$ cat src/rtl/fp_pkg.sv
// Constants shared by the fmul datapath and its result queue: exception flag
// bit positions, the canonical quiet NaN, and a precision-tagging helper.
package fp_pkg;

  localparam int FLG_NV  = 4;
  localparam int FLG_OF  = 3;
  localparam int FLG_UF  = 2;
  localparam int FLG_RSV = 1;
  localparam int FLG_NX  = 0;

  localparam int          RESULT_W = 32;
  localparam logic [31:0] QNAN32   = 32'h7FC0_0000;

  // Half-precision results occupy the low 16 bits; the upper half is forced
  // to zero so stale upstream bits never leak to the consumer.
  function automatic logic [RESULT_W-1:0] tag_result(
    input logic [RESULT_W-1:0] result,
    input logic                mode_fp
  );
    return mode_fp ? result : {16'h0000, result[15:0]};
  endfunction

endpackage

$ cat src/rtl/fp_fifo_mem.sv
// Storage array for the result queue: DEPTH x W registers, synchronous write,
// asynchronous (combinational) read. No reset; occupancy is tracked outside.
module fp_fifo_mem #(
  parameter int DEPTH = 4,
  parameter int W     = 38
) (
  input  logic                     clk,
  input  logic                     we,
  input  logic [$clog2(DEPTH)-1:0] waddr,
  input  logic [W-1:0]             wdata,
  input  logic [$clog2(DEPTH)-1:0] raddr,
  output logic [W-1:0]             rdata
);

  logic [W-1:0] mem [DEPTH];

  always_ff @(posedge clk) begin
    if (we) begin
      mem[waddr] <= wdata;
    end
  end

  assign rdata = mem[raddr];

endmodule

$ cat src/rtl/fp_result_queue.sv
// Show-ahead result queue behind the fmul unit with a precision tag per entry
// and sticky accumulation of exception flags for the consumer.
module fp_result_queue
  import fp_pkg::*;
#(
  parameter int DEPTH = 4,
  parameter int FW    = 5
) (
  input  logic                     clk,
  input  logic                     rst_n,
  input  logic                     in_valid,
  output logic                     in_ready,
  input  logic [31:0]              in_result,
  input  logic [FW-1:0]            in_flags,
  input  logic                     in_mode_fp,
  output logic                     out_valid,
  input  logic                     out_ready,
  output logic [31:0]              out_result,
  output logic [FW-1:0]            out_flags,
  output logic                     out_mode_fp,
  output logic [FW-1:0]            fflags,
  input  logic                     fflags_clr,
  output logic [$clog2(DEPTH):0]   count
);

  localparam int AW = $clog2(DEPTH);
  localparam int CW = AW + 1;
  localparam int EW = RESULT_W + FW + 1;
  localparam logic [CW-1:0] DEPTH_C = CW'(DEPTH);

  // Handshake: a transfer happens on a rising edge where valid && ready are
  // both high. in_ready and out_valid depend only on registered occupancy, so
  // a full queue refuses a push even when a pop happens in the same cycle.

  logic [AW-1:0] wr_ptr;
  logic [AW-1:0] rd_ptr;
  logic [CW-1:0] count_q;
  logic [FW-1:0] fflags_q;
  logic [FW-1:0] fflags_next;
  logic          push;
  logic          pop;
  logic [EW-1:0] wr_entry;
  logic [EW-1:0] rd_entry;

  assign in_ready  = (count_q < DEPTH_C);
  assign out_valid = (count_q != '0);
  assign push      = in_valid && in_ready;
  assign pop       = out_valid && out_ready;

  assign wr_entry = {tag_result(in_result, in_mode_fp), in_flags, in_mode_fp};

  fp_fifo_mem #(
    .DEPTH (DEPTH),
    .W     (EW)
  ) u_mem (
    .clk   (clk),
    .we    (push),
    .waddr (wr_ptr),
    .wdata (wr_entry),
    .raddr (rd_ptr),
    .rdata (rd_entry)
  );

  // Flags pushed in the same cycle as a clear survive the clear.
  always_comb begin
    fflags_next = fflags_clr ? '0 : fflags_q;
    if (push) begin
      fflags_next = fflags_next | in_flags;
    end
    fflags_next[FLG_RSV] = 1'b0;
  end

  always_ff @(posedge clk or negedge rst_n) begin
    if (!rst_n) begin
      wr_ptr   <= '0;
      rd_ptr   <= '0;
      count_q  <= '0;
      fflags_q <= '0;
    end else begin
      if (push) begin
        wr_ptr <= wr_ptr + 1'b1;
      end
      if (pop) begin
        rd_ptr <= rd_ptr + 1'b1;
      end
      case ({push, pop})
        2'b10:   count_q <= count_q + 1'b1;
        2'b01:   count_q <= count_q - 1'b1;
        default: count_q <= count_q;
      endcase
      fflags_q <= fflags_next;
    end
  end

  // Head fields read as zero whenever the queue is empty, including in reset.
  always_comb begin
    out_result  = '0;
    out_flags   = '0;
    out_mode_fp = 1'b0;
    if (out_valid) begin
      out_result  = rd_entry[EW-1 -: RESULT_W];
      out_flags   = rd_entry[FW:1];
      out_mode_fp = rd_entry[0];
    end
  end

  assign fflags = fflags_q;
  assign count  = count_q;

endmodule
$ cat config.mk
export PLATFORM = sky130hd
export DESIGN_NAME = fp_result_queue
export DESIGN_NICKNAME = d
export VERILOG_FILES = /design/src/rtl/fp_pkg.sv /design/src/rtl/fp_fifo_mem.sv /design/src/rtl/fp_result_queue.sv
export SDC_FILE = /design/constraint.sdc
export NUM_CORES = 1
export LEC_CHECK = 0
export ABC_CLOCK_PERIOD_IN_PS = 6050
export CORE_MARGIN = 2
export CORE_UTILIZATION = 45
export CTS_CLUSTER_SIZE = 28
export DETAILED_ROUTE_END_ITERATION = 8
export PLACE_DENSITY = 0.68
export SYNTH_ARGS = -nofsm -noshare
export SYNTH_HDL_FRONTEND = slang
export SYNTH_SLANG_ARGS = --single-unit
export TNS_END_PERCENT = 50
$ cat constraint.sdc
create_clock -name clk -period 6.05 [get_ports clk]
set_clock_uncertainty 0.2 [all_clocks]
set_input_delay 1.21 -clock clk [delete_from_list [all_inputs] [get_ports clk]]
set_output_delay 1.21 -clock clk [all_outputs]
set_load 0.02 [all_outputs]
==> results of run 1 <==
[flip-flops by register name, indices dropped and copies added, names as in the netlist]
signal / count
count: 3
rd_ptr: 2
wr_ptr: 2
u_mem.mem: 152
fflags: 4
[report_power, final]
part	internal, mW	total (mW)	leakage (nW)	switching, mW
combinational	0.775	1.48	0.892	0.703
clock	0.712	1.10	0.296	0.392
sequential	1.43	1.55	1.52	0.124
[kinds of logic (layout without fill, tap and decap cells)]
logic type	Yosys count	in the layout
AOI/OAI and AO/OA	5	5
DFF	163	163
xor gates and xnor gates	6	6
buffers and inverters	27	136
muxes	39	39
other	1	1
adders and majority gates	6	6
and+or+nand+nor	68	68
[cells in the final DEF (no fill, tap or decap), types with 7 or more instances in the layout]
| cell type | count |
|---|---|
| dfrtp_1 | 9 |
| and2_1 | 55 |
| clkbuf_16 | 17 |
| clkdlybuf4s50_1 | 89 |
| mux4_2 | 38 |
| edfxtp_1 | 152 |
| clkbuf_1 | 7 |
| inv_1 | 11 |
[metrics by stage]
step | util, % | total power, mW | worst slack (ps) | instance area, um2 | hold WS, ps
6_report | 58.00 | 4.132 | 1943 | 8083 | 319.2
4_1_cts | 58.00 | 4.192 | 1878 | 8083 | 322.1
3_5_place_dp | 53.63 | 3.082 | 2336 | 7473 | 313.7
2_1_floorplan | - | 2.502 | 2825 | 6462 | 379.6
3_3_place_gp | 53.63 | 3.057 | 2349 | 7473 | 317.9
5_1_grt | 58.00 | 4.341 | 1793 | 8083 | 353.2
[final cells by class]
class                   count  area, um2
repair buffers             93      920.9
flip-flops and latches    163       4842
multi-input cells         125       1444
clock buffers              26      479.2
well taps                 180      225.2
fillers                  1034       5852
inverters                  11      41.29
clock inverters             6      130.1
[worst max-delay path by stage]
stage               slack, ps       from              end  depth (start not counted)
global route             1790  rd_ptr[0]   out_result[12]                          4
global placement         2350  rd_ptr[0]   out_result[12]                          4
CTS                      1880  rd_ptr[0]   out_result[12]                          4
detailed placement       2340  rd_ptr[0]   out_result[12]                          4
floorplan                2830   in_valid  u_mem.mem[1][0]                          3
finish                   1940  rd_ptr[0]   out_result[12]                          4
[routing by layer]
layer	wire length (um)	part of all wire, %	global-route usage [%]
met5	0	0	0
met1	5001	43	21.04
met2	5858	50	26.17
met4	78	0.67	6.960
met3	732	6.3	5.678
==> flow_summary_export.csv, run 1 <==
group,metric,value,unit
setup_path,end_kind,"output pin",
sta,relSlewSlack,27.35,%
detailed_routing,routed_wl,11.67,mm
clocking,hold_buffers,0,
layout,drive_gt1_share,17.22,%
hold_path,min_from,"count[0]",
place,dpl.hpwl,6.737,mm
sta,finalCritPeriodShare,67.89,%
hold_path,holdPathEnd,"count[0]",
clocking,cts.sinks,163,
yosys,synthMostInstantiatedCell,"edfxtp_1",
yosys,seq_area_frac_synth,74.89,%
yosys,avgSynthCellArea,20.52,um2
setup_path,crit_path_max_incr_delay,590,ps
yosys,synthesis.area,0.006462,mm2
clocking,clockRootBuffer,"clkbuf_16",
hold_path,hold_path_depth,1,
yosys,ys.flop_type,"edfxtp_1",
yosys,yosysWarnings,0,
yosys,synth_edf_count,152,
setup_path,crit_type,"flip-flop to output pin",
sta,setup_viol,0,
global_routing,grt_usage,16.56,%
yosys,synthesis.nets,364,
yosys,postSynthCellCount,315,
setup_path,critPathRequiredTime,4640,ps
die,io_pins,91,
setup_path,critPathTopFamily,"buffers and inverters",
setup_path,start_kind,"flip-flop",
setup_path,arrival,2700,ps
power,power_leakage,2.711,nW
clocking,cts_resized,0,
layout,stdcell_count,604,
global_routing,grt_pass1_wl,18.05,mm
setup_path,reg2reg_depth,9,
yosys,synthAdderAreaFrac,1.278,%
hold_path,hold_class,"flip-flop to flip-flop",
clocking,cts_tree,"built",
sta,finalHoldViolCount,0,
yosys,synth_xor_area_share,0.8132,%
global_routing,grt_overflow_total,0,
yosys,muxShareOfSynthArea,13.40,%
layout,syn_to_final_growth,25.07,%
die,start_util,46.38,%
yosys,yosys_register_bits,163,
power,power_density,511.3,mW/mm2
setup_path,r2r_start,"count[0]",
die,fp.dieW,123.8,um
setup_path,cp_num_buf_inv,2,
layout,diodes,0,
die,die_y,123.8,um
detailed_routing,drc,0,
yosys,synthTopCellsByCount,"edfxtp_1, and2_1, mux4_2",
sta,fmax,243.5,MHz
place,io_buffers,89,
sta,period_needed,4107,ps
die,fp-row-count,43,
detailed_routing,dr.first_iter.drc_count,174,
clocking,numCtsBuffers,17,
clocking,cts_buffer_depth,2,
place,dp_cells,572,
global_routing,grt_pass1_vias,3306,
power,ir_drop,319.9,uV
setup_path,path_max_fanout,16,
die,dieArea,0.01534,mm2
yosys,synthTopCellsByArea,"edfxtp_1, mux4_2, and2_1",
setup_path,rrSetupSlack,3600,ps
sta,final-max-slew-violation-count,0,
yosys,synth_compound_area_share,0.3872,%
place,gp_congestion,0.6849,
yosys,synth_top_area_cell,"edfxtp_1",
clocking,clkTransAtPathRegs,60,ps
detailed_routing,ant_nets,0,
yosys,async_flop_share,6.748,%
status,outcome,"finished clean",
global_routing,grt_start_max_net_pins,42,
clocking,htreeDepth,4,
clocking,clkLatencyLatePin,410,ps
sta,tns,0,ps
yosys,synth_cell_types,22,
layout,nNetsFinal,460,
sta,rsz0062_at_grt,"false",
detailed_routing,routedWlPerCell,19.32,um
setup_path,critical_path.slowest_cell,"mux4_2",
setup_path,reg2reg_to,"count[2]",
flow_run,max_cap_violations,0,
detailed_routing,routed-via-count,3131,
detailed_routing,drt-pass1-iter-count,4,
sta,tightest_slew,1090,ps
detailed_routing,vias_per_cell,5.184,
clocking,post_cts_buffers,0,
yosys,yosys.area_share.simple,6.331,%
yosys,synthDominantCellAreaShare,70.63,%
yosys,synth_top_family_by_area,"multiplexers",
global_routing,antenna_found_initial,0,
die,coreArea,0.01393,mm2
setup_path,path_cells,"buf_4 > mux4_2 > and2_1 > clkdlybuf4s50_1",
(Power assumes the default switching activity.)
==> run 2: changes to the inputs <==
--- a/config.mk
+++ b/config.mk
@@ -5,12 +5,12 @@
 export SDC_FILE = /design/constraint.sdc
 export NUM_CORES = 1
 export LEC_CHECK = 0
-export ABC_CLOCK_PERIOD_IN_PS = 6050
+export ABC_CLOCK_PERIOD_IN_PS = 3520
 export CORE_MARGIN = 2
 export CORE_UTILIZATION = 45
 export CTS_CLUSTER_SIZE = 28
 export DETAILED_ROUTE_END_ITERATION = 8
-export PLACE_DENSITY = 0.68
+export PLACE_DENSITY = 0.7
 export SYNTH_ARGS = -nofsm -noshare
 export SYNTH_HDL_FRONTEND = slang
 export SYNTH_SLANG_ARGS = --single-unit
==> constraint.sdc (replaced) <==
create_clock -name clk -period 3.52 [get_ports clk]
set_clock_uncertainty 0.2 [all_clocks]
set_input_delay 0.704 -clock clk [delete_from_list [all_inputs] [get_ports clk]]
set_output_delay 0.704 -clock clk [all_outputs]
set_load 0.02 [all_outputs]
==> run 2 against run 1 <==
Cell count increased by 1.3%. Sequential share of layout area decreased by 0.74 points. Largest power group is now combinational logic. Register-to-register slack got worse by 2600 ps. Critical path depth unchanged. Die area unchanged. First-iteration DRC count decreased by 25%. Non-clock buffer count increased by 8. Hold slack improved by 35 ps. Core utilization increased by 0.73 points. Wire length decreased by 3.6%.
==> flow_summary_export.csv, run 2 (synthesized netlist as in run 1, its figures left out) <==
group,metric,value,unit
global_routing,met3_usage,5.540,%
die,coreArea,0.01393,mm2
setup_path,critPathRequiredTime,2620,ps
detailed_routing,ant_nets,0,
layout,fillers,1025,
place,gp_congestion,0.6806,
global_routing,antenna_found_initial,0,
sta,period_needed,3223,ps
sta,relSlewSlack,52.00,%
die,io_pins,91,
global_routing,grt_pass1_vias,3308,
setup_path,end_kind,"output pin",
power,switching_share,29.28,%
layout,nNetsFinal,468,
global_routing,gr-usage-met1,20.41,%
detailed_routing,routed_wl,11.26,mm
layout,syn_to_final_growth,26.64,%
detailed_routing,routed-via-count,3112,
layout,largest_register_ff_count,152,
place,io_buffers,89,
sta,tns,0,ps
global_routing,grt_start_max_net_pins,42,
sta,finalHoldViolCount,0,
power,clkPwrFrac,25.4,%
layout,mostFrequentLayoutCell,"edfxtp_1",
global_routing,busiest_layer,"met2",
place,dpl.hpwl,6.971,mm
power,power_density,862.4,mW/mm2
place,dp_cells,580,
layout,most-common-layout-cells,"edfxtp_1, clkdlybuf4s50_1, and2_1, mux4_2, clkbuf_16",
setup_path,rrSetupSlack,1030,ps
sta,setup_viol,0,
setup_path,reg2reg_depth,9,
layout,utilization,58.73,%
power,comb_power_share,38.6,%
sta,final-max-slew-violation-count,0,
global_routing,grt_pass1_wl,17.41,mm
clocking,clkLatencyLatePin,410,ps
setup_path,cp-startpoint,"rd_ptr[0]",
clocking,clockRootBuffer,"clkbuf_16",
die,start_util,46.38,%
global_routing,grt_usage,16.06,%
power,pwr-share-seq,36.0,%
power,p_int,4.991,mW
setup_path,start_kind,"flip-flop",
global_routing,grt_overflow_total,0,
clocking,cts_resized,0,
detailed_routing,dr.first_iter.drc_count,130,
hold_path,hold_class,"flip-flop to flip-flop",
setup_path,arrival,2320,ps
die,die_y,123.8,um
layout,drive_gt1_share,19.21,%
layout,top_register,"u_mem.mem",
hold_path,hold_path_depth,2,
die,fp.dieW,123.8,um
detailed_routing,vias_per_cell,5.085,
setup_path,path_max_fanout,23,
status,outcome,"finished clean",
sta,fmax,310.2,MHz
detailed_routing,drc,0,
clocking,cts_tree,"built",
clocking,htreeDepth,4,
die,fp-row-count,43,
layout,stdcell_count,612,
flow_run,max_cap_violations,0,
global_routing,met2_usage,26.13,%
sta,tightest_slew,717.8,ps
die,dieArea,0.01534,mm2
hold_path,min_from,"fflags[3]",
detailed_routing,routedWlPerCell,18.39,um
clocking,cts_buffer_depth,2,
clocking,post_cts_buffers,0,
clocking,hold_buffers,0,
power,power_leakage,2.768,nW
power,switching_power,2.067,mW
sta,rsz0062_at_grt,"false",
setup_path,crit_type,"flip-flop to output pin",
clocking,numCtsBuffers,17,
layout,diodes,0,
clocking,cts.sinks,163,
power,ir_drop,550.5,uV
place,dpl-instance-area,0.007584,mm2
sta,finalCritPeriodShare,91.58,%
layout,final_cell_area,0.008184,mm2
clocking,clkTransAtPathRegs,60,ps
detailed_routing,drt-pass1-iter-count,4,
setup_path,r2r_start,"count[0]",
power,totalPowerFinal,7.058,mW
## run 2: cell count changes in the layout (fill, tap and decap cells not counted), moves of 2 or more
cell / change
clkbuf_8: +5
buf_12: +4
buf_4: +4
bufinv_16: -3
clkbuf_1: -2
## run 2: final cells by class
class	instances	area (um2)	share of cell area [%]
sequential	163	4842	59.17
multi-input combinational	125	1444	17.64
timing repair buffer	101	1031	12.60
clock buffer	30	565.5	6.910
tap	180	225.2	2.752
inverter	11	41.29	0.5045
clock inverter	2	35.03	0.4281
## run 2: worst max-delay path, cell delays in order, from the launching register on
cell and delay (ps):
dfrtp_2 410, buf_12 220, mux4_2 520, and2_1 200
clkdlybuf4s50_1 540
## run 2: final timing paths
kind,end
min in group asynchronous,count[2]
max,out_result[27]
min reg2reg,fflags[3]
max reg2reg,count[2]
max in group asynchronous,rd_ptr[0]
min,fflags[3]
## run 2: through the flow
stage                     setup slack [ps]  hold WS (ps)
after floorplan                      801.4         208.4
final                                296.5         354.1
after global routing                 201.6         393.0
after detailed placement             713.7         340.4
after global placement               728.5         316.2
after CTS                            245.4         352.4
## run 2: metal layers
metal,wire [um],share of wire (%)
met2,5641,50
met5,0,0
met3,634,5.6
met1,4906,44
met4,72,0.64
## run 2: power groups by stage
stage,Combinational (mW),Sequential [mW],Clock (mW)
global placement,2.77,2.56,0
CTS,2.79,2.54,1.84
global route,2.94,2.56,1.91
finish,2.73,2.54,1.79
detailed placement,2.78,2.58,0
floorplan,1.71,2.59,0
